**src/rtl/mem_loader.sv**
```systemverilog
// mem_loader: byte-stream memory loader.
//
// Parses framed load records from a byte source and writes their payload into
// RAM through a single-cycle write port. The record format is:
//   0x55, ADDR_H, ADDR_L, LEN_H, LEN_L, LEN data bytes [, CSUM]
//
// Build option: define MEM_LOADER_CHECKSUM_EN to require and verify the CSUM
// trailer byte. The modulo-256 sum of every byte after 0x55 (trailer
// included) must be 0x00. Without the macro, a record ends after its last
// data byte, and the only error source is a timeout.
//
// Ports:
//   clk       in   system clock, rising edge
//   rst       in   synchronous active-high reset
//   in_valid  in   byte present on in_data
//   in_data   in   stream byte
//   in_ready  out  byte accepted when in_valid & in_ready (equals ~rst)
//   wr_en     out  one-cycle RAM write strobe (registered)
//   wr_addr   out  write address (registered, holds when idle)
//   wr_data   out  write data (registered, holds when idle)
//   busy      out  high whenever a record is in progress
//   done      out  one-cycle pulse on successful record completion
//   error     out  one-cycle pulse on checksum mismatch or timeout
module mem_loader #(
    parameter int ADDR_WIDTH     = 16,
    parameter int TIMEOUT_CYCLES = 25000000
) (
    input  logic                  clk,
    input  logic                  rst,
    input  logic                  in_valid,
    input  logic [7:0]            in_data,
    output logic                  in_ready,
    output logic                  wr_en,
    output logic [ADDR_WIDTH-1:0] wr_addr,
    output logic [7:0]            wr_data,
    output logic                  busy,
    output logic                  done,
    output logic                  error
);

    // The gap counter only needs to reach TIMEOUT_CYCLES-1.
    // The timeout fires on the idle cycle that would take it to TIMEOUT_CYCLES.
    localparam int GAP_W = (TIMEOUT_CYCLES > 1) ? $clog2(TIMEOUT_CYCLES) : 1;
    localparam logic [GAP_W-1:0] GAP_LAST = GAP_W'(TIMEOUT_CYCLES - 1);

    typedef enum logic [2:0] {
        S_IDLE   = 3'd0,
        S_ADDR_H = 3'd1,
        S_ADDR_L = 3'd2,
        S_LEN_H  = 3'd3,
        S_LEN_L  = 3'd4,
`ifdef MEM_LOADER_CHECKSUM_EN
        S_DATA   = 3'd5,
        S_CSUM   = 3'd6
`else
        S_DATA   = 3'd5
`endif
    } state_t;

`ifdef MEM_LOADER_CHECKSUM_EN
    localparam logic   CSUM_EN = 1'b1;
    localparam state_t S_END   = S_CSUM;
`else
    localparam logic   CSUM_EN = 1'b0;
    localparam state_t S_END   = S_IDLE;
`endif

    state_t                state_r;
    state_t                state_s;
    logic [7:0]            addr_h_r;
    logic [7:0]            len_h_r;
    logic [ADDR_WIDTH-1:0] addr_r;
    logic [15:0]           rem_r;
    logic [GAP_W-1:0]      gap_r;
    logic                  accept_s;
    logic                  timeout_s;
    logic                  zero_len_s;
    logic                  last_data_s;
    logic                  wr_en_s;
    logic                  done_s;
    logic                  error_s;

`ifdef MEM_LOADER_CHECKSUM_EN
    logic [7:0]            csum_r;
    logic                  csum_ok_s;

    function automatic logic [7:0] csum_add(input logic [7:0] acc, input logic [7:0] b);
        csum_add = acc + b;
    endfunction

    assign csum_ok_s = (csum_add(csum_r, in_data) == 8'h00);
`endif

    assign in_ready    = ~rst;
    assign accept_s    = in_valid & ~rst;
    assign zero_len_s  = ({len_h_r, in_data} == 16'd0);
    assign last_data_s = (rem_r == 16'd1);
    assign timeout_s   = (state_r != S_IDLE) && !accept_s && (gap_r == GAP_LAST);

    // State register
    always_ff @(posedge clk) begin
        if (rst) begin
            state_r <= S_IDLE;
        end else begin
            state_r <= state_s;
        end
    end

    // Next-state logic: advance on each accepted byte, abort on timeout
    always_comb begin
        state_s = state_r;
        if (timeout_s) begin
            state_s = S_IDLE;
        end else if (accept_s) begin
            case (state_r)
                S_IDLE:   state_s = (in_data == 8'h55) ? S_ADDR_H : S_IDLE;
                S_ADDR_H: state_s = S_ADDR_L;
                S_ADDR_L: state_s = S_LEN_H;
                S_LEN_H:  state_s = S_LEN_L;
                S_LEN_L:  state_s = zero_len_s ? S_END : S_DATA;
                S_DATA:   state_s = last_data_s ? S_END : S_DATA;
                default:  state_s = S_IDLE;
            endcase
        end else begin
            state_s = state_r;
        end
    end

    // Output decode: next values for the registered strobes
    always_comb begin
        wr_en_s = 1'b0;
        done_s  = 1'b0;
        error_s = 1'b0;
        if (timeout_s) begin
            error_s = 1'b1;
        end else if (accept_s) begin
            case (state_r)
                S_LEN_L: done_s = zero_len_s & ~CSUM_EN;
                S_DATA: begin
                    wr_en_s = 1'b1;
                    done_s  = last_data_s & ~CSUM_EN;
                end
`ifdef MEM_LOADER_CHECKSUM_EN
                S_CSUM: begin
                    done_s  = csum_ok_s;
                    error_s = ~csum_ok_s;
                end
`endif
                default: begin
                    wr_en_s = 1'b0;
                end
            endcase
        end else begin
            wr_en_s = 1'b0;
        end
    end

    // Registered outputs, header capture, address/count and gap counters
    always_ff @(posedge clk) begin
        if (rst) begin
            wr_en    <= 1'b0;
            wr_addr  <= '0;
            wr_data  <= 8'h00;
            busy     <= 1'b0;
            done     <= 1'b0;
            error    <= 1'b0;
            addr_h_r <= 8'h00;
            len_h_r  <= 8'h00;
            addr_r   <= '0;
            rem_r    <= 16'd0;
            gap_r    <= '0;
        end else begin
            wr_en <= wr_en_s;
            done  <= done_s;
            error <= error_s;
            busy  <= (state_s != S_IDLE);
            if (wr_en_s) begin
                wr_addr <= addr_r;
                wr_data <= in_data;
            end
            // Gap counter only runs while a record is open.
            if (accept_s || (state_s == S_IDLE)) begin
                gap_r <= '0;
            end else begin
                gap_r <= gap_r + GAP_W'(1);
            end
            if (accept_s) begin
                case (state_r)
                    S_ADDR_H: addr_h_r <= in_data;
                    S_ADDR_L: addr_r   <= ADDR_WIDTH'({addr_h_r, in_data});
                    S_LEN_H:  len_h_r  <= in_data;
                    S_LEN_L:  rem_r    <= {len_h_r, in_data};
                    S_DATA: begin
                        addr_r <= addr_r + ADDR_WIDTH'(1);
                        rem_r  <= rem_r - 16'd1;
                    end
                    default: begin
                        rem_r <= rem_r;
                    end
                endcase
            end
        end
    end

`ifdef MEM_LOADER_CHECKSUM_EN
    // Running checksum over every byte after the 0x55 sync byte
    always_ff @(posedge clk) begin
        if (rst) begin
            csum_r <= 8'h00;
        end else if (accept_s) begin
            if (state_r == S_IDLE) begin
                csum_r <= 8'h00;
            end else begin
                csum_r <= csum_add(csum_r, in_data);
            end
        end
    end
`endif

endmodule

```
**config.mk**
```make
export PLATFORM = sky130hd
export DESIGN_NAME = mem_loader
export DESIGN_NICKNAME = d
export VERILOG_FILES = /design/src/rtl/mem_loader.sv
export SDC_FILE = /design/constraint.sdc
export NUM_CORES = 1
export LEC_CHECK = 0
export CAP_MARGIN = 25
export CELL_PAD_IN_SITES_DETAIL_PLACEMENT = 1
export CELL_PAD_IN_SITES_GLOBAL_PLACEMENT = 1
export CORE_MARGIN = 10
export CORE_UTILIZATION = 44
export CTS_CLUSTER_DIAMETER = 100
export DETAILED_ROUTE_END_ITERATION = 7
export GPL_TIMING_DRIVEN = 0
export PLACE_DENSITY_LB_ADDON = 0.15
export SLEW_MARGIN = 30
export SYNTH_ARGS = -nofsm -noshare
export SYNTH_HDL_FRONTEND = slang
export SYNTH_SLANG_ARGS = --single-unit
```
**constraint.sdc**
```tcl
create_clock -name clk -period 2.53 [get_ports clk]
set_input_delay 0.506 -clock clk [delete_from_list [all_inputs] [get_ports clk]]
set_output_delay 0.506 -clock clk [all_outputs]
set_load 0.02 [all_outputs]
```
==> flow_summary.json <==
{
  "hold_viol": 0,
  "diodes": 0,
  "place_area_um2": 5543,
  "rsz0062_at_grt": "yes",
  "synth.ff_latch_count": 104,
  "die_w_um": 126.4,
  "max_slew_margin_pct": 36.14,
  "fin_setup_tns_ns": 0,
  "cp_top_family": "buffers and inverters",
  "r2r_cells": 7,
  "crit_cells": 7,
  "worstHoldStart": "wr_addr[9]",
  "cts_buffers": 9,
  "cp_max_fo": 10,
  "nets": 659,
  "cts_htree_levels": 3,
  "fillers": 1319,
  "syn_avg_cell_area_um2": 8.365,
  "finalNonFillerCells": 789,
  "use_met1_pct": 22.83,
  "setup_viol": 0,
  "finalWeightedCongestion": 0.8617,
  "portBuffers": 39,
  "clk_pin_slew_ns": 0.07,
  "yosysTopAreaCell": "dfxtp_1",
  "fin_crit_ns": 2.468,
  "synthesis.nets": 610,
  "die_area_um2": 15970,
  "pin_count": 40,
  "grtUsageMet3_pct": 5.123,
  "fin_total_pwr_mw": 3.413,
  "final_cell_mix": "nand2_1 (109), dfxtp_1 (104), o21ai_0 (61), clkdlybuf4s50_1 (38), nor2_1 (34)",
  "hold_depth": 2,
  "track_usage_pct": 20.06,
  "crit_chain": "clkdlybuf4s50_1, and2b_1, nand2_1, inv_2, clkbuf_2, a21oi_1, o22ai_1",
  "ys_warn_count": 0,
  "tightestPinTransition_ns": 0.9491,
  "worstPathRequired_ns": 2.81,
  "wl_per_cell_um": 20.11,
  "cts_root_buffer": "clkbuf_16",
  "yosys-top-cells-area": "dfxtp_1 (42%), nand2_1 (8.2%), o21ai_0 (6.1%), nor2_4 (4.1%), a21oi_1 (2.7%)",
  "crit_type": "in2reg",
  "crit_path_start_kind": "input pin",
  "r2r-end": "rem_r[4]",
  "fmax_mhz": 405.2,
  "cap_violations": 0,
  "worst-path-buf-inv": 3,
  "max_stage_delay_ns": 0.70,
  "min_path_type": "reg2reg",
  "clock_latency_ns": 0.36,
  "fin_crit_sh_pct": 97.54,
  "final_layout_size_suffix_gt1_share_pct": 9.861,
  "grt_max_degree": 19,
  "async_reset_ff_share_pct": 0,
  "cp_slowest_cell": "clkdlybuf4s50_1",
  "antenna_found_initial": 0,
  "fin_util_pct": 53.96,
  "clock_sinks": 104,
  "synth_flop_cell": "dfxtp_1",
  "coreArea_um2": 10940,
  "synth_cell_types": 69,
  "outcome": "completed",
  "drc": 0,
  "min_to": "wr_addr[9]",
  "detail-route-antenna-nets": 0,
  "fp-row-count": 38,
  "fin_area_um2": 5901,
  "power_density_nw_per_um2": 578.5,
  "fp.dieH_um": 126.4,
  "drt-initial-drc-count": 337,
  "start_util_pct": 45.51,
  "vias": 4631,
  "firstDrtPassIters": 4,
  "grt-busiest-layer": "met2",
  "synth_top_area_share_pct": 41.83,
  "cp-end-kind": "flip-flop",
  "skew_ns": 0.008516,
  "crit_start": "in_valid",
  "post_cts_buffers": 0,
  "cts_buffer_depth": 2,
  "place_hpwl_um": 11180,
  "synth_edf_count": 0,
  "synthCells": 595,
  "cts_tree": "built",
  "rrSetupSlack_ns": 0.18,
  "area_delta_synth_final_pct": 18.55,
  "syn_area_um2": 4977,
  "gr-total-overflow": 0,
  "grt_pass1_vias": 4956,
  "rr_startpoint": "state_r[2]",
  "grtUsageMet2_pct": 34.99,
  "routed_wl_um": 15870,
  "arrival_ns": 2.75,
  "dp.cells": 774,
  "slew_violations": 0,
  "ir_drop_v": 0.0004882,
  "grt_pass1_wl_um": 26250,
  "p_leak_nw": 1.907,
  "via_per_inst": 5.869,
  "yosysSeqAreaShare_pct": 41.83,
  "final_common_cell": "nand2_1"
}
-- stage by stage --
| step | hold slack, ns | worst slack (ns) |
|---|---|---|
| after floorplan | 0.4323 | 0.6331 |
| after global placement | 0.4440 | -0.9648 |
| after detailed placement | 0.4520 | -0.9891 |
| after CTS | 0.4614 | 0.01902 |
| after global routing | 0.4972 | -0.04223 |
| final | 0.4581 | 0.06227 |
-- state kept, by name (all words and copies together), names as in the netlist --
signal    flops
done          1
wr_data       8
rem_r        16
wr_en         1
len_h_r       8
addr_r       16
wr_addr      16
addr_h_r      8
error         1
state_r       3
gap_r        25
busy          1
-- worst max-delay path by stage --
stage / end / slack [ns]
after CTS: addr_r[14] / 0.02
final: addr_r[7] / 0.06
after global placement: in_ready / -0.96
after floorplan: gap_r[6] / 0.63
after global routing: len_h_r[5] / -0.04
after detailed placement: in_ready / -0.99
-- worst reg2reg max path: cells and delay by family (launching register included) --
| family | cells | cell delay [ns] |
|---|---|---|
| flops | 1 | 0.43 |
| compound gates | 2 | 0.32 |
| simple gates | 3 | 0.61 |
| buf+inv | 2 | 0.85 |
-- cells in the mapped netlist, types with 3 or more instances --
cell      number
nand4b_1       3
a221oi_1       4
nand4_1        8
nand2_1      109
nor4_1         8
buf_1          4
xnor2_1       10
a21oi_1       27
or3_1          7
nand3_1       22
nor2_1        34
xor2_1        14
mux2i_1       13
dfxtp_1      104
o22ai_1        7
clkbuf_1      21
o21ai_0       61
and2_1         7
and3_1         6
nor2_4        18
a311oi_1       4
and4_1         4
or4_1          4
a211oi_1      11
buf_2          3
nor3_1        17
inv_1          9
ha_1           4
-- cell type report --
cell class | instances | area [um^2] | area share, %
Tap cell | 140 | 175.2 | 2.969
Inverter | 11 | 46.29 | 0.7846
Multi-Input combinational cell | 448 | 2713 | 45.97
Sequential cell | 104 | 2082 | 35.28
Clock buffer | 14 | 284.0 | 4.813
Clock inverter | 2 | 35.03 | 0.5937
Buffer | 31 | 176.4 | 2.990
Timing Repair Buffer | 39 | 389.1 | 6.595
-- kinds of logic after synthesis --
logic type,after synthesis,synth area share [%]
simple gates,270,29.29
compound gates,136,16.54
mux,14,2.841
flops,104,41.83
buf+inv,43,4.273
fa+ha+maj,4,1.006
xor+xnor,24,4.223
-- metal layers --
metal | wire [um] | part of all wire, %
met1 | 6547 | 41
met2 | 8090 | 51
met3 | 888 | 5.6
met4 | 344 | 2.2
met5 | 0 | 0
-- where the power goes --
| group | leakage [nW] | switching, mW | internal (mW) | total (mW) |
|---|---|---|---|---|
| clock | 0.159 | 0.629 | 0.875 | 1.50 |
| combinational | 0.909 | 0.152 | 0.0831 | 0.235 |
| sequential | 0.839 | 0.0201 | 1.65 | 1.67 |
-- what timing repair did --
action	in CTS	in global routing
endpoints found under the setup margin	28	31
resized for setup	10	5
hold buffers	0	0
Power figures use the tool's default switching activity.
